===== config.mk =====
export PLATFORM = sky130hd
export DESIGN_NAME = sysid_regs_flat
export DESIGN_NICKNAME = d
export VERILOG_FILES = /design/src/rtl/sysid_regs_if.sv /design/src/rtl/sysid_regs.sv /design/src/flat_wrapper.sv
export SDC_FILE = /design/constraint.sdc
export NUM_CORES = 1
export LEC_CHECK = 0
export ABC_AREA = 1
export ABC_CLOCK_PERIOD_IN_PS = 1300
export CAP_MARGIN = 25
export CORE_MARGIN = 3
export CORE_UTILIZATION = 45
export CTS_CLUSTER_SIZE = 24
export DETAILED_ROUTE_END_ITERATION = 7
export GPL_TIMING_DRIVEN = 0
export PLACE_DENSITY = 0.75
export SETUP_SLACK_MARGIN = 0.4
export SYNTH_ARGS = -nofsm -noshare
export SYNTH_HDL_FRONTEND = slang
export SYNTH_SLANG_ARGS = --single-unit
export TNS_END_PERCENT = 5

===== constraint.sdc =====
create_clock -name clock -period 1.3 [get_ports clock]
set_input_delay 0.195 -clock clock [delete_from_list [all_inputs] [get_ports clock]]
set_output_delay 0.195 -clock clock [all_outputs]
set_load 0.005 [all_outputs]

===== src/rtl/sysid_regs_if.sv =====
// sysid_regs_if: Avalon-MM slave bundle for the system ID register block.
// The master drives address/strobes/data and the slave returns read data.
interface sysid_regs_if;
  logic [2:0]  address;
  logic        read;
  logic        write;
  logic [31:0] writedata;
  logic [3:0]  byteenable;
  logic [31:0] readdata;
  logic        readdatavalid;

  modport master (
    output address, read, write,
    output writedata, byteenable,
    input  readdata, readdatavalid
  );

  modport slave (
    input  address, read, write,
    input  writedata, byteenable,
    output readdata, readdatavalid
  );
endinterface


===== src/rtl/sysid_regs.sv =====
// sysid_regs: Avalon-MM system ID / scratch / uptime slave, 1-cycle reads.
// Define SYSID_UPTIME_EN to build the prescaler, 64-bit counter and snapshot.
module sysid_regs #(
  parameter logic [31:0] SYSTEM_ID    = 32'h524C_906B,
  parameter logic [31:0] TIMESTAMP    = 32'h4C8A_1F00,
  parameter logic [31:0] SCRATCH_INIT = 32'h0000_0000,
  parameter int unsigned PRESCALE     = 1,
  parameter logic [15:0] CAPS         = 16'h0001
) (
  input logic         clock,
  input logic         reset_n,
  sysid_regs_if.slave bus
);

  localparam bit PRE_OK =
    (PRESCALE >= 1) && (PRESCALE <= 65535);

  if (!PRE_OK) begin : g_bad_prescale
    $error("sysid_regs: PRESCALE out of range");
  end

  logic        rd;
  logic        wr;
  logic        wr_scr;
  logic        wr_ctl;
  logic [31:0] scratch_q, scratch_d;
  logic        freeze_q, freeze_d;
  logic [31:0] rdata_q, rdata_d;
  logic        rvalid_q, rvalid_d;
  logic [31:0] lo_w;
  logic [31:0] hi_w;
  logic        up_w;
  logic [31:0] rword;

  // a coincident read wins; the write is dropped
  assign rd     = bus.read;
  assign wr     = bus.write & ~bus.read;
  assign wr_scr = wr && (bus.address == 3'd4);
  assign wr_ctl = wr && (bus.address == 3'd5)
               && bus.byteenable[0];

`ifdef SYSID_UPTIME_EN
  localparam logic [15:0] PRE_TC =
    16'(PRESCALE - 1);

  logic        clear;
  logic [15:0] pre_q, pre_d;
  logic [63:0] cnt_q, cnt_d;
  logic [31:0] snap_q, snap_d;

  assign clear = wr_ctl && bus.writedata[0];

  always_comb begin
    pre_d  = pre_q;
    cnt_d  = cnt_q;
    snap_d = snap_q;
    if (rd && (bus.address == 3'd2))
      snap_d = cnt_q[63:32];
    if (clear) begin
      pre_d = '0;
      cnt_d = '0;
    end else if (!freeze_q) begin
      if (pre_q == PRE_TC) begin
        pre_d = '0;
        cnt_d = cnt_q + 64'd1;
      end else begin
        pre_d = pre_q + 16'd1;
      end
    end
  end

  always_ff @(posedge clock or negedge reset_n) begin
    if (!reset_n) begin
      pre_q  <= '0;
      cnt_q  <= '0;
      snap_q <= '0;
    end else begin
      pre_q  <= pre_d;
      cnt_q  <= cnt_d;
      snap_q <= snap_d;
    end
  end

  assign lo_w = cnt_q[31:0];
  assign hi_w = snap_q;
  assign up_w = 1'b1;
`else
  assign lo_w = '0;
  assign hi_w = '0;
  assign up_w = 1'b0;
`endif

  always_comb begin
    rword = '0;
    unique case (bus.address)
      3'd0:    rword = SYSTEM_ID;
      3'd1:    rword = TIMESTAMP;
      3'd2:    rword = lo_w;
      3'd3:    rword = hi_w;
      3'd4:    rword = scratch_q;
      3'd5:    rword = {30'd0, freeze_q, 1'b0};
      3'd6:    rword = {15'd0, up_w, CAPS};
      default: rword = '0;
    endcase
  end

  always_comb begin
    scratch_d = scratch_q;
    for (int i = 0; i < 4; i++) begin
      if (wr_scr && bus.byteenable[i])
        scratch_d[8*i +: 8] = bus.writedata[8*i +: 8];
    end
    freeze_d = wr_ctl ? bus.writedata[1] : freeze_q;
    rvalid_d = rd;
    rdata_d  = rd ? rword : rdata_q;
  end

  always_ff @(posedge clock or negedge reset_n) begin
    if (!reset_n) begin
      scratch_q <= SCRATCH_INIT;
      freeze_q  <= 1'b0;
      rdata_q   <= '0;
      rvalid_q  <= 1'b0;
    end else begin
      scratch_q <= scratch_d;
      freeze_q  <= freeze_d;
      rdata_q   <= rdata_d;
      rvalid_q  <= rvalid_d;
    end
  end

  assign bus.readdata      = rdata_q;
  assign bus.readdatavalid = rvalid_q;

endmodule


===== src/flat_wrapper.sv =====
// flat-port wrapper written by rule: the top's interface ports become plain ports
module sysid_regs_flat 
#(
  parameter logic [31:0] SYSTEM_ID    = 32'h524C_906B,
  parameter logic [31:0] TIMESTAMP    = 32'h4C8A_1F00,
  parameter logic [31:0] SCRATCH_INIT = 32'h0000_0000,
  parameter int unsigned PRESCALE     = 1,
  parameter logic [15:0] CAPS         = 16'h0001
)
  (clock, reset_n, bus_address, bus_read, bus_write, bus_writedata, bus_byteenable, bus_readdata, bus_readdatavalid);
  sysid_regs_if bus_i ();
  input logic clock;
  input logic reset_n;
  input wire logic [$bits(bus_i.address)-1:0] bus_address;
  input wire logic [$bits(bus_i.read)-1:0] bus_read;
  input wire logic [$bits(bus_i.write)-1:0] bus_write;
  input wire logic [$bits(bus_i.writedata)-1:0] bus_writedata;
  input wire logic [$bits(bus_i.byteenable)-1:0] bus_byteenable;
  output wire logic [$bits(bus_i.readdata)-1:0] bus_readdata;
  output wire logic [$bits(bus_i.readdatavalid)-1:0] bus_readdatavalid;
  assign bus_i.address = bus_address;
  assign bus_i.read = bus_read;
  assign bus_i.write = bus_write;
  assign bus_i.writedata = bus_writedata;
  assign bus_i.byteenable = bus_byteenable;
  assign bus_readdata = bus_i.readdata;
  assign bus_readdatavalid = bus_i.readdatavalid;
  sysid_regs #(.SYSTEM_ID(SYSTEM_ID), .TIMESTAMP(TIMESTAMP), .SCRATCH_INIT(SCRATCH_INIT), .PRESCALE(PRESCALE), .CAPS(CAPS)) u_core (.clock(clock), .reset_n(reset_n), .bus(bus_i));
endmodule

* Word-level counts from Yosys, hierarchy flattened *
Cells that the tools add are included.

cells by class
  eq/ne operators = 4
  mux-type cells = 1
  bitwise gates (word level) = 2
  reductions and logical operators = 8

operators by type and width
  cell                count
  $pmux 32 s5         1
  $eq 3x3->1 const B  3
  $logic_and 1x1->1   7
  $eq 3x1->1 const B  1
  $logic_not 3->1     1
  $and 1x1->1         1
  $not 1->1           1

word-level totals
  bits in registers = 66
  input bits = 43
  output and inout port bits = 33
  logic and storage cells = 22

* Longest topological paths before layout *
  depth in word-level cells = 4
  depth in mapped cells = 7
  gate-level depth less buffers = 6

* Least setup slack after synthesis *
OpenSTA, ideal clock, no wires.

  path kind = input-to-reg
  start point = input bus_read
  end point = register u_core.scratch_q[2]
  library setup time = 0.116 ns
  data arrival time = 0.850 ns
  required time = 1.184 ns
  slack = 0.333 ns
  stages = 7
  buffers on the path = 1
  cells stage by stage = buf_6 > inv_4 > nand3_2 > nor2_4 > inv_2 > nand2_1 > nand2_1

between the ends
  word-level cells in the longest chain between the ends = 4

RTL lines
  what                    RTL line            RTL
  start: declaration      flat_wrapper.sv:15  input wire logic [$bits(bus_i.read)-1:0] bus_read;
  $not 1->1               sysid_regs.sv:37    assign wr = bus.write & ~bus.read;
  $and 1x1->1             sysid_regs.sv:37
  $logic_and 1x1->1       sysid_regs.sv:38    assign wr_scr = wr && (bus.address == 3'd4);
  $logic_and 1x1->1       sysid_regs.sv:110   if (wr_scr && bus.byteenable[i])
  end signal: assignment  sysid_regs.sv:125   scratch_q <= scratch_d;
  end: declaration        sysid_regs.sv:26    logic [31:0] scratch_q, scratch_d;

No other way between the ends.
A chain may end at the register's enable or synchronous reset.

* Worst setup path after layout *
  start point = register u_core.rdata_q[14] (netlist: u_core.bus.readdata[14])
  end point = output bus_readdata[14]

RTL lines
  what                      RTL line            RTL
  start: declaration        sysid_regs.sv:28    logic [31:0] rdata_q, rdata_d;
  start signal: assignment  sysid_regs.sv:127   rdata_q <= rdata_d;
  end: declaration          flat_wrapper.sv:19  output wire logic [$bits(bus_i.readdata)-1:0] bus_readdata;

No word-level cell between the ends.

==> insert_results.sql <==
INSERT INTO impl_metrics (metric_group, metric, value, unit) VALUES
('outcome', 'outcome', 'finished with violations', ''),
('outcome', 'violations_in_the_final_reports', 'hold timing', ''),
('setup_path', 'critical_path.slowest_cell', 'sky130_fd_sc_hd__dfrtp_1', ''),
('final_layout', 'layout_commonest_cell', 'sky130_fd_sc_hd__nand2_1', ''),
('clock_network', 'clk_latency_worst_skew_pair', '340', 'ps'),
('synthesis', 'synth-seq-area-share', '0.5833', ''),
('worst_hold_path', 'timing.hold.worst.class', 'in -> async', ''),
('global_route', 'overall_routing_resource_usage', '0.2143', ''),
('timing', 'number_of_setup_violations_in_the_final_report', '0', ''),
('setup_path', 'critPathBufInv', '1', ''),
('setup_path', 'kind_of_start_point_of_the_critical_path', 'flop', ''),
('synthesis', 'synth_net_count', '366', ''),
('setup_path', 'worst-endpoint-required', '1110', 'ps'),
('global_route', 'grt_first_pass_wirelength', '12.03', 'mm'),
('setup_path', 'slowest_delay', '400', 'ps'),
('setup_path', 'worstPathArrival', '880', 'ps'),
('clock_network', 'cts_root_buffer', 'sky130_fd_sc_hd__clkbuf_8', ''),
('synthesis', 'ys_warn_count', '0', ''),
('final_layout', 'postLayoutCoreUtil', '0.6335', ''),
('routing', 'final_antenna_net_count', '0', ''),
('timing', 'setup_repair_after_global_routing_missed_its_margin', 'true', ''),
('synthesis', 'ys_ff_latch', '66', ''),
('synthesis', 'synthArstFlopShare', '1.000', ''),
('die', 'initial_utilization', '0.4726', ''),
('final_layout', 'antenna_cells', '0', ''),
('synthesis', 'syn_area', '2831', 'um2'),
('synthesis', 'count_of_flip_flops_with_a_built_in_enable_after_synthesis', '0', ''),
('die', 'io_pins', '76', ''),
('clock_network', 'tritoncts', 'yes', ''),
('timing', 'drv_slew', '0', ''),
('flow_run', 'max-cap-violations', '0', ''),
('final_layout', 'mostFrequentLayoutCells', '159 x sky130_fd_sc_hd__nand2_1, 66 x sky130_fd_sc_hd__dfrtp_1, 39 x sky130_fd_sc_hd__buf_2, 33 x sky130_fd_sc_hd__clkdlybuf4s50_1, 28 x sky130_fd_sc_hd__nand4_1', ''),
('clock_network', 'cts_buffers', '9', ''),
('clock_network', 'cts.reportedPaths.clkPinSlew', '70', 'ps'),
('global_route', 'grt_pass1_vias', '2465', ''),
('synthesis', 'most_common_flop_cell_mapped_by_yosys', 'sky130_fd_sc_hd__dfrtp_1', ''),
('timing', 'final-hold-violation-count', '66', ''),
('timing', 'period_minus_slack', '1074', 'ps'),
('setup_path', 'worst-setup-path-type', 'reg -> out', ''),
('routing', 'via_per_inst', '4.992', ''),
('global_route', 'remaining_overflow_grt', '0', ''),
('synthesis', 'synthDominantAreaCellType', 'sky130_fd_sc_hd__dfrtp_1', ''),
('timing', 'timing.hold.ws', '-58.92', 'ps'),
('timing', 'setup_tns', '0', 'ps'),
('die', 'dieArea', '7280', 'um2'),
('setup_path', 'timing.critical_path.max_delay_family', 'flip-flops', ''),
('pwr', 'total_leakage_power', '2.114', 'nW'),
('timing', 'fmax', '0.9311', 'GHz'),
('die', 'floorplan.die.width', '85.33', 'um'),
('routing', 'initial_drt_pass_iterations', '4', ''),
('setup_path', 'cp_cell_sequence', 'buf_2', ''),
('clock_network', 'cts_htree_levels', '3', ''),
('synthesis', 'netlist-cell-type-count', '19', ''),
('clock_network', 'clk_path_buf_depth', '2', ''),
('pwr', 'power.density_cell_area', '1255', 'nW/um2'),
('routing', 'drcViolationCount', '0', ''),
('routing', 'drt_iter0_drc', '150', ''),
('die', 'die_y', '85.33', 'um'),
('pwr', 'final_total_pwr', '0.004762', 'W'),
('global_route', 'antenna_found_initial', '0', ''),
('synthesis', 'ys_top_cells_by_area', 'sky130_fd_sc_hd__dfrtp_1 58%, sky130_fd_sc_hd__nand2_1 21%, sky130_fd_sc_hd__nand4_1 6.2%, sky130_fd_sc_hd__nand3_1 4.4%, sky130_fd_sc_hd__o21ai_0 1.9%', ''),
('pwr', 'power.ir.vdd_worst', '0.0007628', 'V'),
('routing', 'dr_total_vias', '2486', ''),
('synthesis', 'post-synth-top-area-fraction', '0.5833', ''),
('routing', 'postRouteWirelength', '7.095', 'mm'),
('final_layout', 'finalNetCount', '462', ''),
('timing', 'worstMarginPinSlew', '823.3', 'ps'),
('clock_network', 'cts.sink_count', '66', ''),
('setup_path', 'cp_max_fo', '2', ''),
('setup_path', 'worstSetupEndpointType', 'primary output', ''),
('global_route', 'grt_max_degree', '67', '');
==> cell families (layout without fill, tap and decap cells) <==
group	after synthesis	after routing	share of synthesized area
AOI/OAI and AO/OA	11	11	0.01944
and+or+nand+nor	221	221	0.3460
buffers and inverters	25	125	0.05125
DFF	66	66	0.5833
==> final cells by class <==
| type | count | area, um2 | area share |
|---|---|---|---|
| flip-flops and latches | 66 | 1652 | 0.4352 |
| multi-input cells | 232 | 1047 | 0.2760 |
| repair buffers | 85 | 650.6 | 0.1714 |
| clock buffers | 12 | 145.1 | 0.03825 |
| plain buffers | 19 | 138.9 | 0.03660 |
| well taps | 75 | 93.84 | 0.02473 |
| clock inverters | 3 | 40.04 | 0.01055 |
| inverters | 6 | 27.53 | 0.007254 |
==> power breakdown <==
part	switching [W]	leakage, nW	total, W	internal [W]
Combinational	0.000350	1.14	0.000657	0.000307
Clock	0.000743	0.0962	0.00167	0.000923
Sequential	0.000136	0.873	0.00244	0.00230
==> metrics by stage <==
step,setup WS (ps),std cells
floorplan,372.2,323
global placement,-2044,469
detailed placement,-460.5,469
CTS,207.4,498
global route,180.9,498
finish,226.0,498
==> final timing paths <==
kind	startpoint	endpoint	slack [ps]	cells after the start
max	u_core.bus.readdata[14]$_DFFE_PN0P_	bus_readdata[14]	230	1
max reg2reg	u_core.scratch_q[1]$_DFFE_PN0P_	u_core.bus.readdata[1]$_DFFE_PN0P_	470	4
min	reset_n	u_core.bus.readdata[16]$_DFFE_PN0P_	-60	1
min reg2reg	u_core.scratch_q[18]$_DFFE_PN0P_	u_core.scratch_q[18]$_DFFE_PN0P_	470	2
min in group clock	bus_read	u_core.bus.readdatavalid$_DFF_PN0_	150	1
max in group asynchronous	reset_n	u_core.bus.readdata[3]$_DFFE_PN0P_	820	1
==> state kept, by name, summed over array words and instances, names as in the netlist <==
signal                    flops
u_core.bus.readdata          32
u_core.scratch_q             32
u_core.bus.readdatavalid      1
u_core.freeze_q               1
==> metal layers <==
metal | global-route usage | up-vias | wire, um
met5 | 0 | - | 0
met4 | 0.05180 | 0 | 68
li1 | - | 1242 | -
met3 | 0.06311 | 7 | 511
met2 | 0.3319 | 70 | 3342
met1 | 0.2980 | 1167 | 3174
==> synthesized netlist by cell type, types with 2 or more instances <==
library cell / count
sky130_fd_sc_hd__nor2_1: 2
sky130_fd_sc_hd__buf_4: 2
sky130_fd_sc_hd__buf_2: 9
sky130_fd_sc_hd__dfrtp_1: 66
sky130_fd_sc_hd__buf_6: 4
sky130_fd_sc_hd__inv_1: 4
sky130_fd_sc_hd__nand2_1: 159
sky130_fd_sc_hd__nor2_4: 3
sky130_fd_sc_hd__nand3_1: 25
sky130_fd_sc_hd__clkbuf_1: 3
sky130_fd_sc_hd__o21ai_0: 11
sky130_fd_sc_hd__nand4_1: 28
==> repair_timing <==
item	CTS	global route
setup buffers	14	0
setup endpoints to repair	98	97
endpoints found under the hold margin	66	5
pin swaps	2	0
resized for setup	146	0
Note: power is estimated with default switching activity, not from simulation.
